**config.mk**
```make
export PLATFORM = sky130hd
export DESIGN_NAME = decode
export DESIGN_NICKNAME = d
export VERILOG_FILES = /design/src/rtl/rv32_pkg.sv /design/src/rtl/decode_imm_gen.sv /design/src/rtl/decode.sv
export SDC_FILE = /design/constraint.sdc
export NUM_CORES = 1
export LEC_CHECK = 0
export CORE_UTILIZATION = 40
export DETAILED_ROUTE_END_ITERATION = 10
export PLACE_DENSITY = 0.84
export SLEW_MARGIN = 20
export SYNTH_ARGS = -nofsm -noshare
export SYNTH_HDL_FRONTEND = slang
export SYNTH_SLANG_ARGS = --single-unit
```
**constraint.sdc**
```tcl
create_clock -name clk -period 12.5 [get_ports clk]
set_input_delay 2.5 -clock clk [delete_from_list [all_inputs] [get_ports clk]]
set_output_delay 2.5 -clock clk [all_outputs]
set_load 0.02 [all_outputs]
```
**src/rtl/rv32_pkg.sv**
```systemverilog
// Shared RV32I decode definitions: opcodes, operation classes, ALU codes, FSM states.
// Latency: none (definitions only).
// Backpressure: not applicable.
package rv32_pkg;

    // Major opcodes, instr[6:0]
    localparam logic [6:0] OPC_LUI    = 7'b0110111;
    localparam logic [6:0] OPC_AUIPC  = 7'b0010111;
    localparam logic [6:0] OPC_JAL    = 7'b1101111;
    localparam logic [6:0] OPC_JALR   = 7'b1100111;
    localparam logic [6:0] OPC_BRANCH = 7'b1100011;
    localparam logic [6:0] OPC_LOAD   = 7'b0000011;
    localparam logic [6:0] OPC_STORE  = 7'b0100011;
    localparam logic [6:0] OPC_OPIMM  = 7'b0010011;
    localparam logic [6:0] OPC_OP     = 7'b0110011;
    localparam logic [6:0] OPC_FENCE  = 7'b0001111;
    localparam logic [6:0] OPC_SYSTEM = 7'b1110011;

    typedef enum logic [3:0] {
        OT_LUI    = 4'd0,
        OT_AUIPC  = 4'd1,
        OT_JAL    = 4'd2,
        OT_JALR   = 4'd3,
        OT_BRANCH = 4'd4,
        OT_LOAD   = 4'd5,
        OT_STORE  = 4'd6,
        OT_OPIMM  = 4'd7,
        OT_OP     = 4'd8,
        OT_FENCE  = 4'd9,
        OT_SYSTEM = 4'd10
    } op_type_e;

    typedef enum logic [3:0] {
        ALU_ADD  = 4'd0,
        ALU_SUB  = 4'd1,
        ALU_SLL  = 4'd2,
        ALU_SLT  = 4'd3,
        ALU_SLTU = 4'd4,
        ALU_XOR  = 4'd5,
        ALU_SRL  = 4'd6,
        ALU_SRA  = 4'd7,
        ALU_OR   = 4'd8,
        ALU_AND  = 4'd9
    } alu_op_e;

    typedef enum logic [1:0] {
        ST_IDLE     = 2'd0,
        ST_WAIT_BEF = 2'd1,
        ST_HOLD     = 2'd2
    } state_e;

    // Immediate layout; FMT_R marks register-register ops, FMT_NONE an unknown opcode
    typedef enum logic [2:0] {
        FMT_NONE = 3'd0,
        FMT_R    = 3'd1,
        FMT_I    = 3'd2,
        FMT_S    = 3'd3,
        FMT_B    = 3'd4,
        FMT_U    = 3'd5,
        FMT_J    = 3'd6
    } imm_fmt_e;

    // ALU op for OP/OPIMM; instr[30] selects SUB only for register-register ops
    function automatic alu_op_e alu_from_funct3(input logic [2:0] f3, input logic b30,
                                                input logic is_op);
        alu_op_e op;
        case (f3)
            3'b000:  op = (is_op && b30) ? ALU_SUB : ALU_ADD;
            3'b001:  op = ALU_SLL;
            3'b010:  op = ALU_SLT;
            3'b011:  op = ALU_SLTU;
            3'b100:  op = ALU_XOR;
            3'b101:  op = b30 ? ALU_SRA : ALU_SRL;
            3'b110:  op = ALU_OR;
            default: op = ALU_AND;
        endcase
        return op;
    endfunction

endpackage

```
**src/rtl/decode_imm_gen.sv**
```systemverilog
// Immediate generator: instruction word to sign-extended immediate and its format.
// Latency: combinational.
// Backpressure: none; pure function of the instruction word.
module decode_imm_gen
    import rv32_pkg::*;
(
    input  logic [31:0] i_instr,
    output logic [31:0] o_imm,
    output imm_fmt_e    o_fmt
);

    logic       w_sign;
    assign w_sign = i_instr[31];

    // Pick the immediate layout from the opcode
    always_comb begin
        o_fmt = FMT_NONE;
        case (i_instr[6:0])
            OPC_LUI, OPC_AUIPC:                        o_fmt = FMT_U;
            OPC_JAL:                                   o_fmt = FMT_J;
            OPC_JALR, OPC_LOAD, OPC_OPIMM,
            OPC_FENCE, OPC_SYSTEM:                     o_fmt = FMT_I;
            OPC_BRANCH:                                o_fmt = FMT_B;
            OPC_STORE:                                 o_fmt = FMT_S;
            OPC_OP:                                    o_fmt = FMT_R;
            default:                                   o_fmt = FMT_NONE;
        endcase
    end

    // Assemble and sign-extend the immediate for the chosen layout
    always_comb begin
        o_imm = 32'd0;
        case (o_fmt)
            FMT_I: o_imm = {{20{w_sign}}, i_instr[31:20]};
            FMT_S: o_imm = {{20{w_sign}}, i_instr[31:25], i_instr[11:7]};
            FMT_B: o_imm = {{19{w_sign}}, i_instr[31], i_instr[7], i_instr[30:25],
                            i_instr[11:8], 1'b0};
            FMT_U: o_imm = {i_instr[31:12], 12'd0};
            FMT_J: o_imm = {{11{w_sign}}, i_instr[31], i_instr[19:12], i_instr[20],
                            i_instr[30:21], 1'b0};
            default: o_imm = 32'd0;
        endcase
    end

endmodule

```
**src/rtl/decode.sv**
```systemverilog
// RV32I decode stage: registers the decoded bundle plus operands read from the register file.
// Latency: 1 cycle from accepted instruction to curPipReadyToSend.
// Backpressure: bundle held while execute stalls; a new word is taken in the same cycle the held one leaves.
module decode
    import rv32_pkg::*;
#(
    parameter int XLEN           = 32,
    parameter int READ_ADDR_SIZE = 32,
    parameter int REG_IDX        = 5
) (
    input  logic                      clk,
    input  logic                      rst,
    input  logic                      startSig,
    input  logic                      interrupt_start,
    input  logic [XLEN-1:0]           fetch_data,
    input  logic [READ_ADDR_SIZE-1:0] fetch_cur_pc,
    input  logic [READ_ADDR_SIZE-1:0] fetch_nxt_pc,
    input  logic                      beforePipReadyToSend,
    input  logic                      nextPipReadyToRcv,
    output logic [REG_IDX-1:0]        rf_rs1_addr,
    output logic [REG_IDX-1:0]        rf_rs2_addr,
    input  logic [XLEN-1:0]           rf_rs1_data,
    input  logic [XLEN-1:0]           rf_rs2_data,
    output logic [XLEN-1:0]           dec_rs1_val,
    output logic [XLEN-1:0]           dec_rs2_val,
    output logic [XLEN-1:0]           dec_imm,
    output logic [REG_IDX-1:0]        dec_rd,
    output logic [3:0]                dec_opType,
    output logic [3:0]                dec_aluOp,
    output logic [2:0]                dec_funct3,
    output logic                      dec_illegal,
    output logic [READ_ADDR_SIZE-1:0] dec_cur_pc,
    output logic [READ_ADDR_SIZE-1:0] dec_nxt_pc,
    output logic                      curPipReadyToRcv,
    output logic                      curPipReadyToSend
);

    state_e                    r_state;
    logic [XLEN-1:0]           r_rs1_val;
    logic [XLEN-1:0]           r_rs2_val;
    logic [XLEN-1:0]           r_imm;
    logic [REG_IDX-1:0]        r_rd;
    op_type_e                  r_opType;
    alu_op_e                   r_aluOp;
    logic [2:0]                r_funct3;
    logic                      r_illegal;
    logic [READ_ADDR_SIZE-1:0] r_cur_pc;
    logic [READ_ADDR_SIZE-1:0] r_nxt_pc;

    logic       w_flush;
    logic       w_xfer_in;
    logic [6:0] w_opc;
    logic [2:0] w_f3;
    logic [6:0] w_f7;
    logic [31:0] w_imm;
    imm_fmt_e   w_fmt;
    op_type_e   w_opType;
    alu_op_e    w_aluOp;
    logic       w_illegal;
    logic       w_wb;
    logic [REG_IDX-1:0] w_rd;
    logic [XLEN-1:0]    w_rs1_val;
    logic [XLEN-1:0]    w_rs2_val;

    assign w_flush = startSig | interrupt_start;
    assign w_opc   = fetch_data[6:0];
    assign w_f3    = fetch_data[14:12];
    assign w_f7    = fetch_data[31:25];

    // A flush cycle never accepts; the held slot frees up in the cycle execute takes it
    assign curPipReadyToRcv  = ((r_state == ST_WAIT_BEF) |
                                ((r_state == ST_HOLD) & nextPipReadyToRcv)) & ~w_flush;
    assign curPipReadyToSend = (r_state == ST_HOLD);
    assign w_xfer_in         = curPipReadyToRcv & beforePipReadyToSend;

    assign rf_rs1_addr = fetch_data[19:15];
    assign rf_rs2_addr = fetch_data[24:20];

    // x0 always reads as zero whatever the register file returns
    assign w_rs1_val = (rf_rs1_addr == '0) ? '0 : rf_rs1_data;
    assign w_rs2_val = (rf_rs2_addr == '0) ? '0 : rf_rs2_data;

    decode_imm_gen u_imm_gen (
        .i_instr (fetch_data[31:0]),
        .o_imm   (w_imm),
        .o_fmt   (w_fmt)
    );

    // Classify the word: operation class, ALU op, writeback and legality
    always_comb begin
        w_opType  = OT_LUI;
        w_aluOp   = ALU_ADD;
        w_wb      = 1'b0;
        w_illegal = (w_fmt == FMT_NONE);
        case (w_opc)
            OPC_LUI:    begin w_opType = OT_LUI;   w_wb = 1'b1; end
            OPC_AUIPC:  begin w_opType = OT_AUIPC; w_wb = 1'b1; end
            OPC_JAL:    begin w_opType = OT_JAL;   w_wb = 1'b1; end
            OPC_JALR: begin
                w_opType  = OT_JALR;
                w_wb      = 1'b1;
                w_illegal = (w_f3 != 3'b000);
            end
            OPC_BRANCH: begin
                w_opType  = OT_BRANCH;
                w_aluOp   = ALU_SUB;
                w_illegal = (w_f3 == 3'b010) | (w_f3 == 3'b011);
            end
            OPC_LOAD: begin
                w_opType  = OT_LOAD;
                w_wb      = 1'b1;
                w_illegal = (w_f3 == 3'b011) | (w_f3 == 3'b110) | (w_f3 == 3'b111);
            end
            OPC_STORE: begin
                w_opType  = OT_STORE;
                w_illegal = (w_f3 > 3'b010);
            end
            OPC_OPIMM: begin
                w_opType  = OT_OPIMM;
                w_wb      = 1'b1;
                w_aluOp   = alu_from_funct3(w_f3, fetch_data[30], 1'b0);
                // Shift-immediates carry funct7 in the immediate field
                w_illegal = ((w_f3 == 3'b001) & (w_f7 != 7'h00)) |
                            ((w_f3 == 3'b101) & (w_f7 != 7'h00) & (w_f7 != 7'h20));
            end
            OPC_OP: begin
                w_opType  = OT_OP;
                w_wb      = 1'b1;
                w_aluOp   = alu_from_funct3(w_f3, fetch_data[30], 1'b1);
                w_illegal = ~((w_f7 == 7'h00) |
                              ((w_f7 == 7'h20) & ((w_f3 == 3'b000) | (w_f3 == 3'b101))));
            end
            OPC_FENCE:  w_opType = OT_FENCE;
            OPC_SYSTEM: w_opType = OT_SYSTEM;
            default: ;
        endcase
    end

    // Illegal words flow downstream but must never write a register
    assign w_rd = (w_wb & ~w_illegal) ? fetch_data[11:7] : '0;

    // Handshake FSM and decoded-bundle register
    always_ff @(posedge clk or posedge rst) begin
        if (rst) begin
            r_state   <= ST_IDLE;
            r_rs1_val <= '0;
            r_rs2_val <= '0;
            r_imm     <= '0;
            r_rd      <= '0;
            r_opType  <= OT_LUI;
            r_aluOp   <= ALU_ADD;
            r_funct3  <= '0;
            r_illegal <= 1'b0;
            r_cur_pc  <= '0;
            r_nxt_pc  <= '0;
        end else if (w_flush) begin
            r_state <= ST_WAIT_BEF;
        end else begin
            case (r_state)
                ST_IDLE:     r_state <= ST_IDLE;
                ST_WAIT_BEF: if (w_xfer_in) r_state <= ST_HOLD;
                ST_HOLD: begin
                    if (w_xfer_in)             r_state <= ST_HOLD;
                    else if (nextPipReadyToRcv) r_state <= ST_WAIT_BEF;
                end
                default:     r_state <= ST_IDLE;
            endcase
            if (w_xfer_in) begin
                r_rs1_val <= w_rs1_val;
                r_rs2_val <= w_rs2_val;
                r_imm     <= w_imm;
                r_rd      <= w_rd;
                r_opType  <= w_opType;
                r_aluOp   <= w_aluOp;
                r_funct3  <= w_f3;
                r_illegal <= w_illegal;
                r_cur_pc  <= fetch_cur_pc;
                r_nxt_pc  <= fetch_nxt_pc;
            end
        end
    end

    assign dec_rs1_val = r_rs1_val;
    assign dec_rs2_val = r_rs2_val;
    assign dec_imm     = r_imm;
    assign dec_rd      = r_rd;
    assign dec_opType  = r_opType;
    assign dec_aluOp   = r_aluOp;
    assign dec_funct3  = r_funct3;
    assign dec_illegal = r_illegal;
    assign dec_cur_pc  = r_cur_pc;
    assign dec_nxt_pc  = r_nxt_pc;

endmodule

```
==> results.txt <==
- Counting flops with an async set or reset pin after synthesis yields a share of 100%.
* Total global routing overflow: 0
- Synthesized Nets: 868
* Yosys warnings: 0
- The synthesized design contains 179 register bits.
- Share of post-route cells with drive strength above 1: 5.03%
- Xor and xnor area share after synthesis: 0.119%
* Part of the total power dissipated in sequential elements: 39.9%
- In this run the critical register-to-register path is launched from r_state[0].
- Worst clock skew: 0.0152 ns
* Routed WL per cell: 19.1 µm
- Area of the core: 18,000 µm²
- Dividing the final minimum period by the clock period gives 52.5%.
* Setup Fix Bufs, Post-CTS: 0
- Buffer type at the clock tree root: clkbuf_16
- In this run the vertical extent of the chip is 138 µm.
- Per report_power, the combinational group accounts for 31.2% of the total.
* Half-perimeter wire length after placement: 17.5 mm
- Yosys top cell area share: 60.8%
- Net switching power: 606 µW
- Critical Path Slowest Stage Cell: clkdlybuf4s50_1
- Total number of vias: 6,654
* TritonCTS clock tree: yes
- Longest Clk Path Bufs: 2
- Pleak: 5.18 nW
- Across the VDD grid, the largest voltage drop is 0.0975 mV.
* Count of port buffers added during placement: 354
- Post-synthesis share of cell area spent on and, or, nand and nor gates: 16.7%
- Clock sink count: 179
- CTS built an H-tree with a depth of 4.
- The clock reaches the later pin of the worst-skew pair after 0.44 ns.
- Unrepaired setup endpoints after global routing: false
* Worst min-delay path class: reg2reg
- DRT iter0 DRCs: 560
- Most repeated cell in the gate-level netlist after synthesis: nand2_1
- Number of different library cells in the post-synthesis netlist: 52
- Final hold vios: 0
- Maximum achievable frequency: 0.152 GHz
* Overall die area: 19,000 µm²
- Most instantiated cells after synthesis: nand2_1 (235), dfrtp_1 (179), a22o_1 (75), clkbuf_1 (25), buf_2 (22)
- Filler instances: 1,411
- Of the post-synthesis cell area, the part taken by muxes is 0.289%.
* Number of clock buffers inserted by TritonCTS: 17
* Arithmetic-cell share of the synthesized area counting full adders, half adders and majority gates: 0.340%
* Clock transition at the register clock pins on the worst setup and hold paths after CTS: 0.07 ns
* Worst slew margin relative to its limit: 39.6%
- Ranked by total cell area, the synthesized netlist is headed by dfrtp_1 (61%), nand2_1 (12%), a22o_1 (8.9%), a221o_1 (2.6%), buf_2 (1.5%).
* CP max FO: 3
- Max-Cap Viols: 0
- Number of gates resized after CTS: 0
- Relative to the synthesized area, the layout overhead comes to 57.3%.
- Combinational family with the most area after synthesis: compound AO/OA/AOI/OAI gates
- Hold is met by 0.477 ns.
- Sequential area share after synthesis: 60.8%
* Proportion of power drawn by the clock network: 28.9%
- Routability-driven placement finished with a final weighted congestion of 0.882.
- After the last flow step, the layout net total stands at 1,189.
- The most used flip-flop cell after synthesis is dfrtp_1.
- The first global-routing pass estimated 34.8 mm of wire.
- The worst setup path is captured at a primary output.
- The routed design has 24.1 mm of wire.
- The flow ran to the end, and the final reports show no timing, DRC or antenna violations.
- Crit path kind: in2out
- Initial antenna violation count: 1
- Cells fill 64.3% of the core in the end.
- Effective utilization at floorplan: 40.9%
- For this design the top-level I/O count stands at 355.
- In this run, synthesis inferred 0 flip-flops with an integrated enable.
- Walking the worst path, the cells encountered are clkdlybuf4s50_1 -> a21oi_1 -> nor3_1 -> clkdlybuf4s50_1.
* Total Negative Setup Slacks: 0 ns
- The worst setup path is launched from an input pin.
- Reg2Reg Capture Point: dec_imm[18]
* Required @ worst endpoint: 10.00 ns
- In this run the remaining antenna-violating nets after routing total 0.
* Drt pass-1 iters: 5
* Cell type with the largest total area after synthesis: dfrtp_1
* Final period demand of the worst path: 6.56 ns
* Transition time at the pin with the least slew margin: 0.905 ns
* Slowest stage delay, CP: 0.69 ns
- Number of instances on the worst hold path: 1
- The number of slew-limit violations in the final report was 0.
- From left edge to right edge, the die measures 138 µm.
- Total power per unit cell area: 161 nW/µm²
- Fraction of the mapped netlist area in compound gates: 17.4%
- Dividing the detail-routed via count by the number of cells gives 5.26.
- Buffers inserted to repair hold after CTS numbered 0.
- The internal power of the cells totals 1.26 mW.
- Register-to-register setup slack: 9.18 ns
- Vias in the first global route: 6,499
- Largest net degree at the start of global routing: 109
- STA puts the critical path data arrival time at 4.06 ns.
* Worst-case hold path end point: dec_opType[2]
- Measured in cells, the most critical reg-to-reg path has a length of 8.
- Syn_area_per_cell: 10.5 µm²
- Net switching is 32.4% of the power.
- FP Rows: 49
- In the synthesized netlist, the number of instances is 700.
- Most repeated library cell on the critical path: clkdlybuf4s50_1
- DRC: 0
* Summed instance area of the synthesized netlist: 7370 µm²
- In this run the most critical hold path is launched from dec_opType[2].
- Across every metal layer, demand over resource in global routing totals 24.5%.
* Number of failing setup endpoints in the final timing report: 0
## layout make-up
class | count | area [µm²] | area share (%)
antenna | 1 | 2.50 | 0.0216
clock buffer | 18 | 429 | 3.70
clock inverter | 14 | 156 | 1.35
inverter | 7 | 33.8 | 0.291
multi-input combinational | 455 | 2610 | 22.5
sequential | 179 | 4480 | 38.6
tap | 229 | 287 | 2.47
timing repair buffer | 361 | 3600 | 31.0
## critical path: cells and delay by family
| kind | cells | cell delay, ns |
|---|---|---|
| AOI/OAI and AO/OA | 1 | 0.13 |
| buffers and inverters | 2 | 1.19 |
| and+or+nand+nor | 1 | 0.23 |
## worst max-delay path by stage
stage / startpoint / endpoint / slack (ns) / cells past startpoint
after floorplan: rst / dec_aluOp[0] / 5.14 / 1
after global placement: nextPipReadyToRcv / curPipReadyToRcv / 5.93 / 4
after detailed placement: nextPipReadyToRcv / curPipReadyToRcv / 5.93 / 4
after CTS: nextPipReadyToRcv / curPipReadyToRcv / 5.92 / 4
after global routing: nextPipReadyToRcv / curPipReadyToRcv / 5.86 / 4
final: nextPipReadyToRcv / curPipReadyToRcv / 5.94 / 4
## cells by family after synthesis
logic type / after synthesis
flops: 179
buf+inv: 66
compound gates: 156
simple gates: 294
xor+xnor: 1
mux: 2
fa+ha+maj: 2
## stage by stage
step | worst slack (ns) | cell area (µm²) | total power, mW | instances
floorplan | 5.14 | 7370 | 1.02 | 700
global placement | 5.93 | 11000 | 1.33 | 1231
detailed placement | 5.93 | 11000 | 1.34 | 1231
CTS | 5.92 | 11600 | 1.88 | 1263
global route | 5.86 | 11600 | 1.96 | 1264
finish | 5.94 | 11600 | 1.87 | 1264
## flip-flops by register name, summed over array words and instances (netlist names)
signal       count
dec_cur_pc      32
dec_imm         32
dec_nxt_pc      32
dec_rs1_val     32
dec_rs2_val     32
dec_rd           5
dec_aluOp        4
dec_opType       4
dec_funct3       3
r_state          2
dec_illegal      1
## placed cells by master (no fill, tap or decap), drive strengths merged, types with 3 or more instances in the layout
cell type	instances
o21ai	16
nand3	7
inv	16
nand2b	4
clkdlybuf4s50	354
a221o	19
a21oi	9
nor4	3
nor3	11
clkbuf	18
a22o	75
dfrtp	179
a22oi	8
o41ai	5
nand2	235
nor3b	3
buf	7
nor2b	3
nor2	16
nand3b	3
## power by group through the flow
| stage | Clock, mW | Sequential (mW) | Combinational (mW) |
|---|---|---|---|
| after floorplan | 0 | 0.882 | 0.134 |
| after global placement | 0 | 0.751 | 0.575 |
| after detailed placement | 0 | 0.754 | 0.585 |
| after CTS | 0.548 | 0.746 | 0.587 |
| after global routing | 0.577 | 0.758 | 0.620 |
| final | 0.540 | 0.745 | 0.584 |
## layer usage
layer / global-route usage (%) / vias up / part of all wire [%]
li1: - / 3079 / -
met1: 28.3 / 3219 / 37
met2: 41.2 / 321 / 50
met3: 8.90 / 35 / 10
met4: 9.96 / 0 / 3.0
met5: 0 / - / 0
Power figures use the tool's default switching activity.
==> patch 1: new RTL, same settings <==
Re-encode `state_e` (3 states) as one-hot, 3 bits wide.
--- a/src/rtl/rv32_pkg.sv
+++ b/src/rtl/rv32_pkg.sv
@@ -44,8 +44,8 @@
     } alu_op_e;
 
-    typedef enum logic [1:0] {
-        ST_IDLE     = 2'd0,
-        ST_WAIT_BEF = 2'd1,
-        ST_HOLD     = 2'd2
+    typedef enum logic [2:0] {
+        ST_IDLE     = 3'b001,
+        ST_WAIT_BEF = 3'b010,
+        ST_HOLD     = 3'b100
     } state_e;
 
Check against the original RTL: same outputs for any inputs over 4 cycles, from zero or initial values and one cycle with rst high; so few cycles prove little.
==> patch 1 against the unedited design <==
  * Worst setup slack got worse by 0.23 ns
  * Total power decreased by 4.9%
  * Sequential cell count increased by 1
  * Design area increased by 3.0%
  * Combinational power decreased by 11%
  * Wire length increased by 0.54%
  * First-iteration DRC count decreased by 12%
  * Core utilization decreased by 0.88 points
  * Synthesized cell count increased by 24%
  * Area after synthesis increased by 5.2%
  * Critical path type unchanged
  * Highest routed layer unchanged
==> patch 1: results (changes against the unedited design) <==
Via count = 7293 (was 6654)
Seq/Total Area, Yosys = 58.1% (was 60.8%)
Met1 usage = 29.4% (was 28.3%)
Hold Startpoint = dec_rs2_val[7] (was dec_opType[2])
Met3 Routed Length = 2270 um (was 2440 um)
Tot GR Track Use = 24.4% (was 24.5%)
Commonest cells in the netlist = 380 x nand2_1, 179 x dfrtp_1, 69 x nand3_1 (was 235 x nand2_1, 179 x dfrtp_1, 75 x a22o_1)
Complex-gate fraction of the synthesized area = 9.50% (was 17.4%)
Layout cell share with drive strength beyond 1 = 4.45% (was 5.03%)
WL met2 = 11900 um (was 12000 um)
Hold_ws = 0.467 ns (was 0.477 ns)
Initial DRC count = 494 (was 560)
Inst Count DP = 1418 (was 1231)
Clk cell area share = 4.98% (was 5.05%)
Wirelength per Cell = 16.7 um (was 19.1 um)
Reg-to-reg setup timing slack = 9.55 ns (was 9.18 ns)
Met3 Usage GRT = 8.63% (was 8.90%)
Met2 global-route usage = 40.3% (was 41.2%)
Number of non-clock inverters = 5 (was 7)
Synth Area in Adders = 0% (was 0.340%)
Worst vdd ir = 100 uV (was 97.5 uV)
Multiplexer share of the synthesized area = 0.403% (was 0.289%)
Hold EP = dec_rs2_val[7] (was dec_opType[2])
FF-to-FF Start = r_state[0] (unchanged)
CP Data Arrival Time = 4.29 ns (was 4.06 ns)
Status = finished, final reports clean (unchanged)
Multi-In Gates = 614 (was 455)
patch 1: changes by cell type in the layout (fill, tap and decap cells not counted), moves of 7 or more:
cell | unedited run | this run
a21oi_1 | 7 | 16
nor2_1 | 15 | 22
a41oi_1 | 0 | 11
a221o_1 | 19 | 1
a22o_1 | 75 | 11
o21ai_0 | 15 | 24
nand3_1 | 7 | 69
nand2_1 | 235 | 377
patch 1: worst max-delay path by stage:
stage	start	endpoint	slack [ns]	cells past startpoint
2_1_floorplan	rst	dec_aluOp[0]	5.11	1
3_3_place_gp	nextPipReadyToRcv	curPipReadyToRcv	5.72	4
3_5_place_dp	nextPipReadyToRcv	curPipReadyToRcv	5.70	4
4_1_cts	nextPipReadyToRcv	curPipReadyToRcv	5.69	4
5_1_grt	nextPipReadyToRcv	curPipReadyToRcv	5.65	4
6_report	nextPipReadyToRcv	curPipReadyToRcv	5.71	4
patch 1: power by group:
part | switching [mW] | internal [mW]
logic | 0.273 | 0.249
registers | 0.0494 | 0.677
clock network | 0.254 | 0.276
==> patch 2: new RTL, config.mk and constraints unchanged <==
Without the edit above. The parameter `READ_ADDR_SIZE` goes from 32 to 16.
--- a/src/rtl/decode.sv
+++ b/src/rtl/decode.sv
@@ -6,5 +6,5 @@
 #(
     parameter int XLEN           = 32,
-    parameter int READ_ADDR_SIZE = 32,
+    parameter int READ_ADDR_SIZE = 16,
     parameter int REG_IDX        = 5
 ) (
Interface: changed (resized dec_cur_pc, dec_nxt_pc, fetch_cur_pc and fetch_nxt_pc); port bits go from 355 to 291. No check against the original RTL was run, so the function may have changed too.
==> patch 2 against the unedited design <==
  * Worst setup slack lost 0.091 ns
  * Design area is 14% lower
  * Total power fell by 16%
  * Sequential share of layout area fell by 1.6 points
  * Area after synthesis fell by 13%
  * Die area decreased by 13%
  * Wire length decreased by 19%
  * Largest power group unchanged
  * Clock skew decreased by 0.0093 ns
  * Sequential cell count is 32 lower
==> patch 2: results (changes against the unedited design) <==
Placed Instance Area = 9330 um^2 (was 11000 um^2)
Clock Latency Late Sink = 0.41 ns (was 0.44 ns)
Via count = 5742 (was 6654)
Detailed placer's ending HPWL = 14000 um (was 17500 um)
Antenna violations before repair = 0 (was 1)
First-pass GRT wire length = 30300 um (was 34800 um)
Pre-Repair DR Iteration Count = 4 (was 5)
Met2 global-route usage = 40.6% (was 41.2%)
Fin nets = 1001 (was 1189)
Worst-path clk slew = 0.06 ns
Layout cell share with drive strength beyond 1 = 6.28% (was 5.03%)
Synth async-reset ratio = 100% (unchanged)
DP Worst Slack = 5.85 ns (was 5.93 ns)
Inst Count DP = 1057 (was 1231)
# port buffers = 290 (was 354)
WL met2 = 9750 um (was 12000 um)
Longest Clk Path Bufs = 2 (unchanged)
Htree depth = 4 (unchanged)
Slowest stage delay, CP = 0.56 ns (was 0.69 ns)
Initial DRC count = 285 (was 560)
Wirelength per Cell = 18.0 um (was 19.1 um)
Routability cong. = 0.861 (was 0.882)
Met1 usage = 28.7% (was 28.3%)
Top_reg_cell synth = dfrtp_1 (unchanged)
Uppermost layer routed = met4 (unchanged)
Yosys cell types = 59 (was 52)
Setup_tns = 0 ns (unchanged)
Post-CTS Setup Bufs = 0 (unchanged)
Tot GR Track Use = 24.1% (was 24.5%)
Post-Syn Instances = 600 (was 700)
Vias per cell = 5.28 (was 5.26)
Worst vdd ir = 87.6 uV (was 97.5 uV)
Largest net degree at the start of global routing = 79 (was 109)
Ys Warns = 0 (unchanged)
Max Fanout on Critical Path = 5 (was 3)
Area grow syn2layout = 55.7% (was 57.3%)
Met3 Routed Length = 1600 um (was 2440 um)
CP Data Arrival Time = 4.15 ns (was 4.06 ns)
Fillers = 1218 (was 1411)
Clk root buf = clkbuf_16 (unchanged)
Metal-1 WL = 7770 um (was 8960 um)
# diodes = 0 (was 1)
Slowest-stage cell, CP = clkdlybuf4s50_1 (unchanged)
Commonest cells in the netlist = 152 x nand2_1, 147 x dfrtp_1, 77 x a22o_1 (was 235 x nand2_1, 179 x dfrtp_1, 75 x a22o_1)
Rel. slew slack = 31.4% (was 39.6%)
Met3 Usage GRT = 6.34% (was 8.90%)
Pleak = 4.32 nW (was 5.18 nW)
Hold Path Class = reg2reg (unchanged)
Synth area leaders = dfrtp_1 58%, a22o_1 11%, nand2_1 8.9% (was dfrtp_1 61%, nand2_1 12%, a22o_1 8.9%)
Cts repair resizes = 0 (unchanged)
Seq/Total Area, Yosys = 57.7% (was 60.8%)
Status = finished, final reports clean (unchanged)
Final Skew = 0.00590 ns (was 0.0152 ns)
Synth Net Count = 736 (was 868)
Num CTS Buffers = 17 (unchanged)
## patch 2: worst max-delay path, delay by kind of cell
kind	cells	cell delay, ns
AO/OA/AOI/OAI	1	0.50
AND/OR/NAND/NOR	1	0.10
buffers and inverters	2	1.04
## patch 2: layout make-up
cell class                      count  share of cell area, %
Multi-Input combinational cell    392                   24.1
Clock inverter                     12                   1.58
Timing Repair Buffer              298                   29.8
Sequential cell                   147                   37.0
Inverter                            9                  0.391
Tap cell                          211                   2.66
Clock buffer                       18                   4.42
## patch 2: cells by family (layout without fill, tap and decap cells)
logic type | count (synthesis) | count (layout) | synth area share (%)
xor+xnor | 2 | 2 | 0.275
buf+inv | 61 | 337 | 5.12
flops | 147 | 147 | 57.7
compound gates | 175 | 175 | 20.9
fa+ha+maj | 3 | 3 | 0.569
mux | 4 | 4 | 0.647
simple gates | 208 | 208 | 14.8
## patch 2: final timing paths
| check | to | slack [ns] | from | cells after the start |
|---|---|---|---|---|
| worst max-delay path | curPipReadyToRcv | 5.85 | nextPipReadyToRcv | 4 |
| max in group asynchronous | dec_rs1_val[0] | 8.53 | rst | 3 |
| worst min register to register | dec_funct3[0] | 0.47 | dec_funct3[0] | 2 |
| min in group asynchronous | dec_rs1_val[15] | 2.59 | rst | 2 |
| worst min-delay path | dec_funct3[0] | 0.47 | dec_funct3[0] | 2 |
| worst max register to register | dec_rs1_val[27] | 9.40 | r_state[0] | 7 |
## patch 2: where the power goes
group	switching, mW	total (mW)	internal (mW)	leakage, nW
Combinational	0.228	0.463	0.235	2.13
Sequential	0.0455	0.603	0.557	1.90
Clock	0.196	0.513	0.318	0.292
Total	0.469	1.58	1.11	4.32
